[src/rtl/adc_udp_framer_if.sv]
// ---------------------------------------------------------------------------
// adc_udp_framer_if
//   Bundles the sample-side inputs and transmitter-side outputs of the ADC
//   UDP framer.
//
//   Signals
//     run          : acquisition enable
//     sample_valid : one-cycle qualifier for sample
//     sample       : ADC sample
//     tx_enable    : one-cycle start strobe to the transmitter ENABLE
//     tx_data      : payload held for the transmitter data input
//     overrun      : sticky flag, set on the first dropped sample
//     drop_count   : saturating count of dropped samples
//
//   Modports
//     master : sample source / observer (drives run, sample_valid, sample)
//     slave  : the framer itself
// ---------------------------------------------------------------------------
interface adc_udp_framer_if #(
    parameter int SAMPLE_W  = 12,
    parameter int PAYLOAD_W = 144
);
    logic                 run;
    logic                 sample_valid;
    logic [SAMPLE_W-1:0]  sample;
    logic                 tx_enable;
    logic [PAYLOAD_W-1:0] tx_data;
    logic                 overrun;
    logic [15:0]          drop_count;

    modport master (
        output run, sample_valid, sample,
        input  tx_enable, tx_data, overrun, drop_count
    );

    modport slave (
        input  run, sample_valid, sample,
        output tx_enable, tx_data, overrun, drop_count
    );
endinterface

[src/rtl/adc_udp_framer.sv]
// ---------------------------------------------------------------------------
// adc_udp_framer
//   Packs 12-bit ADC samples into the 144-bit UDP payload for the 10BASE-T
//   transmitter and issues its one-cycle start strobe. Samples keep filling
//   a second frame while the previous one is on the wire; tx_data changes
//   only at launch so the transmitter can read payload bytes live.
//
//   Payload: {seq[3:0], frame_ovr, 7'b0, s0, s1, ... s10}, s0 at [131:120].
//
//   Ports
//     clk20 : 20 MHz clock, all logic on the rising edge
//     rst_n : synchronous active-low reset
//     bus   : adc_udp_framer_if.slave (run/sample_valid/sample in,
//             tx_enable/tx_data/overrun/drop_count out)
//
//   Configuration
//     FRAMER_TESTPATTERN_EN : when defined, accepted samples are replaced by a
//                             12-bit counter that advances per accepted sample.
// ---------------------------------------------------------------------------
module adc_udp_framer #(
    parameter int SAMPLE_W          = 12,
    parameter int SAMPLES_PER_FRAME = 11,
    parameter int HOLD_CYCLES       = 1400
) (
    input  logic            clk20,
    input  logic            rst_n,
    adc_udp_framer_if.slave bus
);
    localparam int FILL_W    = SAMPLE_W * SAMPLES_PER_FRAME;
    localparam int PAYLOAD_W = FILL_W + 12;
    localparam int CNT_W     = $clog2(SAMPLES_PER_FRAME + 1);
    localparam int HOLD_W    = $clog2(HOLD_CYCLES + 1);
    localparam logic [CNT_W-1:0]  LAST_SLOT = CNT_W'(SAMPLES_PER_FRAME - 1);
    localparam logic [HOLD_W-1:0] HOLD_LOAD = HOLD_W'(HOLD_CYCLES);

    // FILL: collecting; READY: frame complete, waiting for holdoff;
    // LAUNCH: frame complete and holdoff expired, launches on this edge.
    typedef enum logic [1:0] {ST_FILL, ST_READY, ST_LAUNCH} state_t;

    state_t               r_state;
    state_t               w_state_next;
    logic [FILL_W-1:0]    r_fill;
    logic [CNT_W-1:0]     r_count;
    logic [HOLD_W-1:0]    r_holdoff;
    logic [HOLD_W-1:0]    w_holdoff_next;
    logic [3:0]           r_seq;
    logic                 r_frame_ovr;
    logic                 r_tx_enable;
    logic [PAYLOAD_W-1:0] r_tx_data;
    logic                 r_overrun;
    logic [15:0]          r_drop_count;
    logic                 w_full;
    logic                 w_launch;
    logic                 w_accept;
    logic                 w_drop;
    logic [SAMPLE_W-1:0]  w_sample;

    // ---------------- FSM: state register ----------------
    always_ff @(posedge clk20) begin
        // NOTE: sequential state uses non-blocking assignments so every
        // register samples pre-edge values, whatever the statement order.
        if (!rst_n) begin
            r_state <= ST_FILL;
        end else begin
            r_state <= w_state_next;
        end
    end

    // ---------------- FSM: next state ----------------
    always_comb begin
        // NOTE: defaults first so no path leaves a variable unassigned,
        // which would otherwise infer a latch.
        w_state_next   = r_state;
        w_holdoff_next = r_holdoff;
        if (w_launch) begin
            w_holdoff_next = HOLD_LOAD;
        end else if (r_holdoff != '0) begin
            w_holdoff_next = r_holdoff - 1'b1;
        end

        unique case (r_state)
            ST_FILL: begin
                // Completing the frame: go straight to launch if the
                // holdoff will already be zero after this edge.
                if (w_accept && r_count == LAST_SLOT) begin
                    w_state_next = (w_holdoff_next == '0) ? ST_LAUNCH : ST_READY;
                end
            end
            ST_READY: begin
                if (!bus.run) begin
                    w_state_next = ST_FILL;
                end else if (w_holdoff_next == '0) begin
                    w_state_next = ST_LAUNCH;
                end
            end
            ST_LAUNCH: w_state_next = ST_FILL;
            default:   w_state_next = ST_FILL;
        endcase
    end

    // ---------------- FSM: outputs ----------------
    always_comb begin
        w_full   = (r_state != ST_FILL);
        w_launch = (r_state == ST_LAUNCH);
        // The launch edge captures the old fill, so a sample arriving then
        // starts the next frame rather than being dropped.
        w_accept = bus.run && bus.sample_valid && (!w_full || w_launch);
        w_drop   = bus.run && bus.sample_valid && w_full && !w_launch;
    end

`ifdef FRAMER_TESTPATTERN_EN
    logic [SAMPLE_W-1:0] r_pattern;

    always_ff @(posedge clk20) begin
        if (!rst_n) begin
            r_pattern <= '0;
        end else if (w_accept) begin
            r_pattern <= r_pattern + 1'b1;
        end
    end

    assign w_sample = r_pattern;
`else
    assign w_sample = bus.sample;
`endif

    // ---------------- datapath and status ----------------
    always_ff @(posedge clk20) begin
        if (!rst_n) begin
            r_fill       <= '0;
            r_count      <= '0;
            r_holdoff    <= '0;
            r_seq        <= '0;
            r_frame_ovr  <= 1'b0;
            r_tx_enable  <= 1'b0;
            r_tx_data    <= '0;
            r_overrun    <= 1'b0;
            r_drop_count <= '0;
        end else begin
            r_holdoff   <= w_holdoff_next;
            r_tx_enable <= w_launch;

            if (w_accept) begin
                r_fill <= {r_fill[FILL_W-SAMPLE_W-1:0], w_sample};
            end

            // run=0 discards any frame in progress.
            if (!bus.run) begin
                r_count <= '0;
            end else if (w_launch) begin
                r_count <= w_accept ? CNT_W'(1) : '0;
            end else if (w_accept) begin
                r_count <= r_count + 1'b1;
            end

            if (w_launch) begin
                r_tx_data   <= {r_seq, r_frame_ovr, 7'b0, r_fill};
                r_seq       <= r_seq + 1'b1;
                r_frame_ovr <= 1'b0;
            end else if (w_drop) begin
                r_frame_ovr <= 1'b1;
            end

            if (w_drop) begin
                r_overrun <= 1'b1;
                if (r_drop_count != 16'hFFFF) begin
                    r_drop_count <= r_drop_count + 1'b1;
                end
            end
        end
    end

    assign bus.tx_enable  = r_tx_enable;
    assign bus.tx_data    = r_tx_data;
    assign bus.overrun    = r_overrun;
    assign bus.drop_count = r_drop_count;
endmodule

[src/flat_wrapper.sv]
// flat-port wrapper written by rule: the top's interface ports become plain ports
module adc_udp_framer_flat 
#(
    parameter int SAMPLE_W          = 12,
    parameter int SAMPLES_PER_FRAME = 11,
    parameter int HOLD_CYCLES       = 1400
)
  (clk20, rst_n, bus_run, bus_sample_valid, bus_sample, bus_tx_enable, bus_tx_data, bus_overrun, bus_drop_count);
  adc_udp_framer_if #(.SAMPLE_W(SAMPLE_W)) bus_i ();
  input  logic clk20;
  input  logic rst_n;
  input wire logic [$bits(bus_i.run)-1:0] bus_run;
  input wire logic [$bits(bus_i.sample_valid)-1:0] bus_sample_valid;
  input wire logic [$bits(bus_i.sample)-1:0] bus_sample;
  output wire logic [$bits(bus_i.tx_enable)-1:0] bus_tx_enable;
  output wire logic [$bits(bus_i.tx_data)-1:0] bus_tx_data;
  output wire logic [$bits(bus_i.overrun)-1:0] bus_overrun;
  output wire logic [$bits(bus_i.drop_count)-1:0] bus_drop_count;
  assign bus_i.run = bus_run;
  assign bus_i.sample_valid = bus_sample_valid;
  assign bus_i.sample = bus_sample;
  assign bus_tx_enable = bus_i.tx_enable;
  assign bus_tx_data = bus_i.tx_data;
  assign bus_overrun = bus_i.overrun;
  assign bus_drop_count = bus_i.drop_count;
  adc_udp_framer #(.SAMPLE_W(SAMPLE_W), .SAMPLES_PER_FRAME(SAMPLES_PER_FRAME), .HOLD_CYCLES(HOLD_CYCLES)) u_core (.clk20(clk20), .rst_n(rst_n), .bus(bus_i));
endmodule
[config.mk]
export PLATFORM = sky130hd
export DESIGN_NAME = adc_udp_framer_flat
export DESIGN_NICKNAME = d
export VERILOG_FILES = /design/src/rtl/adc_udp_framer_if.sv /design/src/rtl/adc_udp_framer.sv /design/src/flat_wrapper.sv
export SDC_FILE = /design/constraint.sdc
export NUM_CORES = 1
export LEC_CHECK = 0
export BUFFER_PORTS_ARGS = -buffer_cell sky130_fd_sc_hd__buf_2
export CORE_MARGIN = 2
export CORE_UTILIZATION = 35
export CTS_BUF_LIST = sky130_fd_sc_hd__clkbuf_4
export CTS_CLUSTER_SIZE = 20
export DETAILED_ROUTE_END_ITERATION = 10
export HOLD_SLACK_MARGIN = 0.06
export SLEW_MARGIN = 30
export SYNTH_ARGS = -nofsm -noshare
export SYNTH_HDL_FRONTEND = slang
export SYNTH_SLANG_ARGS = --single-unit
[constraint.sdc]
create_clock -name clk20 -period 2.4 [get_ports clk20]
set_input_delay 0.48 -clock clk20 [delete_from_list [all_inputs] [get_ports clk20]]
set_output_delay 0.48 -clock clk20 [all_outputs]
set_load 0.02 [all_outputs]
==> metrics.md <==
| Metric | Value |
|---|---|
| Compound-Gate Fraction of Synth Area | 14.4% |
| Gr usage total | around 17% |
| CTS Sinks | roughly 300 |
| Crit path capture type | flop |
| Max-slew headroom at the worst pin | about two thirds |
| Detailed-route via count | about 9900 |
| Worst Path Required | about 3000 ps |
| Largest net degree at the start of global routing | 78 |
| FFs w/ async S/R, synth | 0% |
| Die area | 0.0331 mm^2 |
| FILL cells | 3210 |
| Clock slew seen by the registers of the worst setup and hold paths | 60 ps |
| Reg2Reg Depth | 8 |
| Synth Flop Type | dfxtp_1 |
| Nets | between 1500 and 2000 |
| P&R area growth vs syn | 23.3% |
| Wire per inst | roughly 14 um |
| Clk_lat worst skew | between 600 and 700 ps |
| Share of cells above drive strength 1 | about a fifth |
| Dpl hpwl | between 15000 and 20000 um |
| H-tree Lvls | 3 |
| CP peak stage delay | approximately 460 ps |
| Post-synth EDFFs | 0 |
| CP Launch Type | flop |
| Skew final | around 34 ps |
| DRC Markers | 0 |
| Syn Std Cell Area | approximately 0.011 mm^2 |
| Worst hold path depth | 3 |
| Mapped Avg Cell Area | ~7.9 um^2 |
| CTS tree | built |
| Core Region | approximately 0.031 mm^2 |
| DR pass1 iterations | 5 |
| PwrDens | about 830 mW/mm^2 |
| DP Area | between 0.01 and 0.015 mm^2 |
| Number of top-level pins | ~180 |
| FF+latch count, synth | 309 |
| Iteration-0 DRC Markers | 660 |
| Inst Count DP | approximately 1900 |
| Worst VDD drop | 0.450 mV |
| Synth warn | 0 |
| CP max FO | 6 |
| Rows | 65 |
| Main combinational cell family by area after synthesis | simple AND/OR/NAND/NOR gates |
| Synth Instances | around 1400 |
| Via/cell ratio | approximately 4.8 |
| Max-cap violations | 0 |
| Cell Chain, Critical Path | inv_2, ha_4, or3b_2, buf_4, nor4_4, o211ai_1, nor4_2, and4b_1 |
| Worst Path Arrival | between 2000 and 3000 ps |
| Tcrit/Tclk final | roughly 95% |
| Initial core utilization | ~35% |
| I/O Buffers | 170 |
| Fraction of the mapped netlist area in simple logic gates | between 20% and 30% |
| First-pass GRT wire length | between 40000 and 50000 um |
| Register area share after synthesis | a little under three fifths |
| Root buffer cell | clkbuf_4 |
| Fin area | ~0.014 mm^2 |
| Die Ht | 182 um |
| Max frequency | 0.437 GHz |
| Leak | about 0.0052 uW |
| GR Overflow Total | 0 |
| Vias in the first global route | just over 9000 |
| Post-Synth XOR/XNOR Area | 0.871% |
| # setup viols final | 0 |
| Post-synthesis cell type count | 45 |
| Mux cell area share after synthesis | less than 1% |
| Final min period | between 2000 and 2500 ps |
| Total wire length | between 20000 and 30000 um |
| Antenna violations before repair | 1 |
| Fin cells | roughly 2100 |
| Die width | 182 um |
| Fin. Hold Viols | 0 |
| DRT antenna net count | 0 |
| Status | completed |
| Min-Delay Path Class | in2reg |
| RePlAce Congestion | just under 0.8 |
| CTS Buf Count | between 80 and 90 |
| Slowest CP cell | or3b_2 |
| Worst-Margin Slew | between 500 and 600 ps |
| Hold Slack | roughly 200 ps |
| Longest Clk Path Bufs | 3 |
| Slew Limit Fails | 0 |
| Crit path kind | reg2reg |
| Synthesized-area fraction occupied by adder cells | less than 1% |
## critical path: cells and delay by family (launching register included)
family	cells	cell delay (ps)
AO/OA/AOI/OAI	1	160
AND/OR/NAND/NOR	4	1340
adder cells (fa/ha/maj)	1	130
flip-flops	1	340
buffers and inverters	2	260
## flip-flops by register name, summed over array words and instances, names as in the netlist
register	cells
u_core.r_seq	4
u_core.bus.tx_data	137
u_core.r_frame_ovr	1
u_core.bus.tx_enable	1
u_core.r_count	4
u_core.bus.drop_count	16
u_core.bus.overrun	1
u_core.r_holdoff	11
u_core.r_fill	132
u_core.r_state	2
## cells in the mapped netlist, drive strengths merged, types with 2 or more instances
master    n  area share (%)
dfxtp   309              56
a21oi   285              13
mux2i     6            0.54
nand4     5            0.28
or3       6            0.34
nor2     32             1.1
a21bo     2            0.18
and3      4            0.23
clkbuf   83             2.8
a211o     2            0.16
or4       4            0.31
nor3     10            0.45
and4      3            0.24
ha        5            0.57
inv       8            0.27
and2      2            0.11
nand2   556              19
nand3     9            0.41
a31oi     2            0.11
xnor2     6            0.47
o31ai     3            0.20
nor4      6            0.34
and4b     2            0.18
nand2b    4            0.23
xor2      5            0.40
o21ai     9            0.41
buf      21            0.96
## placed cells by master, fill, tap and decap left out, drive strengths merged, types with 2 or more instances in the layout
master,instances
a21oi,285
and4,3
dlygate4sd3,12
nor2,32
a21bo,2
buf,192
bufinv,4
ha,5
and2,2
or4,4
a31oi,2
clkinv,10
nor4,6
a211o,2
nor3,10
nand3,9
and3,4
o21ai,9
or3,6
o31ai,3
diode,2
nand2,556
dfxtp,309
clkbuf,129
and4b,2
mux2i,6
inv,8
nand2b,4
xnor2,6
nand4,5
conb,7
xor2,5
## where the power goes
group | switching, uW | internal [uW] | leakage [uW]
registers | 95.3 | 5220 | 0.00249
logic | 644 | 463 | 0.00207
clock network | 2090 | 2850 | 0.000670
total | 2830 | 8530 | 0.00523
## layout make-up
cell class	count	area [um^2]	area share [%]
sequential	309	6190	45.4
multi-input combinational	987	4500	32.9
timing repair buffer	204	1290	9.43
clock buffer	129	968	7.10
tap	402	503	3.69
clock inverter	14	160	1.17
inverter	8	37.5	0.275
antenna	2	5.00	0.0367
## cells by family (layout without fill, tap and decap cells)
kind of cell               after synthesis  count (layout)
xor gates and xnor gates                11              11
buffers and inverters                  113             355
other                                    1               9
AOI/OAI and AO/OA                      309             309
and+or+nand+nor                        648             648
DFF                                    309             309
muxes                                    7               7
adders and majority gates                5               5
## final timing paths
check / end / from / slack (ps)
worst max-delay path: u_core.r_state[1]$_SDFFE_PN0P_ / u_core.r_holdoff[0]$_SDFF_PN0_ / 110
worst min-delay path: u_core.r_count[1]$_SDFFE_PN0P_ / bus_run / 200
worst max register to register: u_core.r_state[1]$_SDFFE_PN0P_ / u_core.r_holdoff[0]$_SDFF_PN0_ / 110
worst min register to register: u_core.bus.tx_data[126]$_SDFFE_PN0P_ / u_core.r_fill[126]$_SDFFE_PN0P_ / 430
## timing repair
item	CTS	global route
hold buffers	12	0
resized for setup	0	9
setup buffers	0	1
setup endpoints to repair	0	2
endpoints found under the hold margin	12	0
## per-layer routing
layer	up-vias	wire length (um)	track usage, %
met2	261	13700	27.9
li1	4997	-	-
met4	0	397	6.02
met5	-	0	0
met3	36	1430	3.67
met1	4573	13600	22.6
## stage by stage
stage / worst slack, ps / TNS (ps) / power [uW] / util (%)
global placement: 126 / 0 / 6370 / 39.4
CTS: 40.5 / 0 / 11400 / 43.4
detailed placement: 76.5 / 0 / 6390 / 39.4
floorplan: 60.1 / 0 / 6180 / -
finish: 112 / 0 / 11400 / 43.6
global route: -7.11 / -7.11 / 11900 / 43.6
Power figures use the tool's default switching activity.
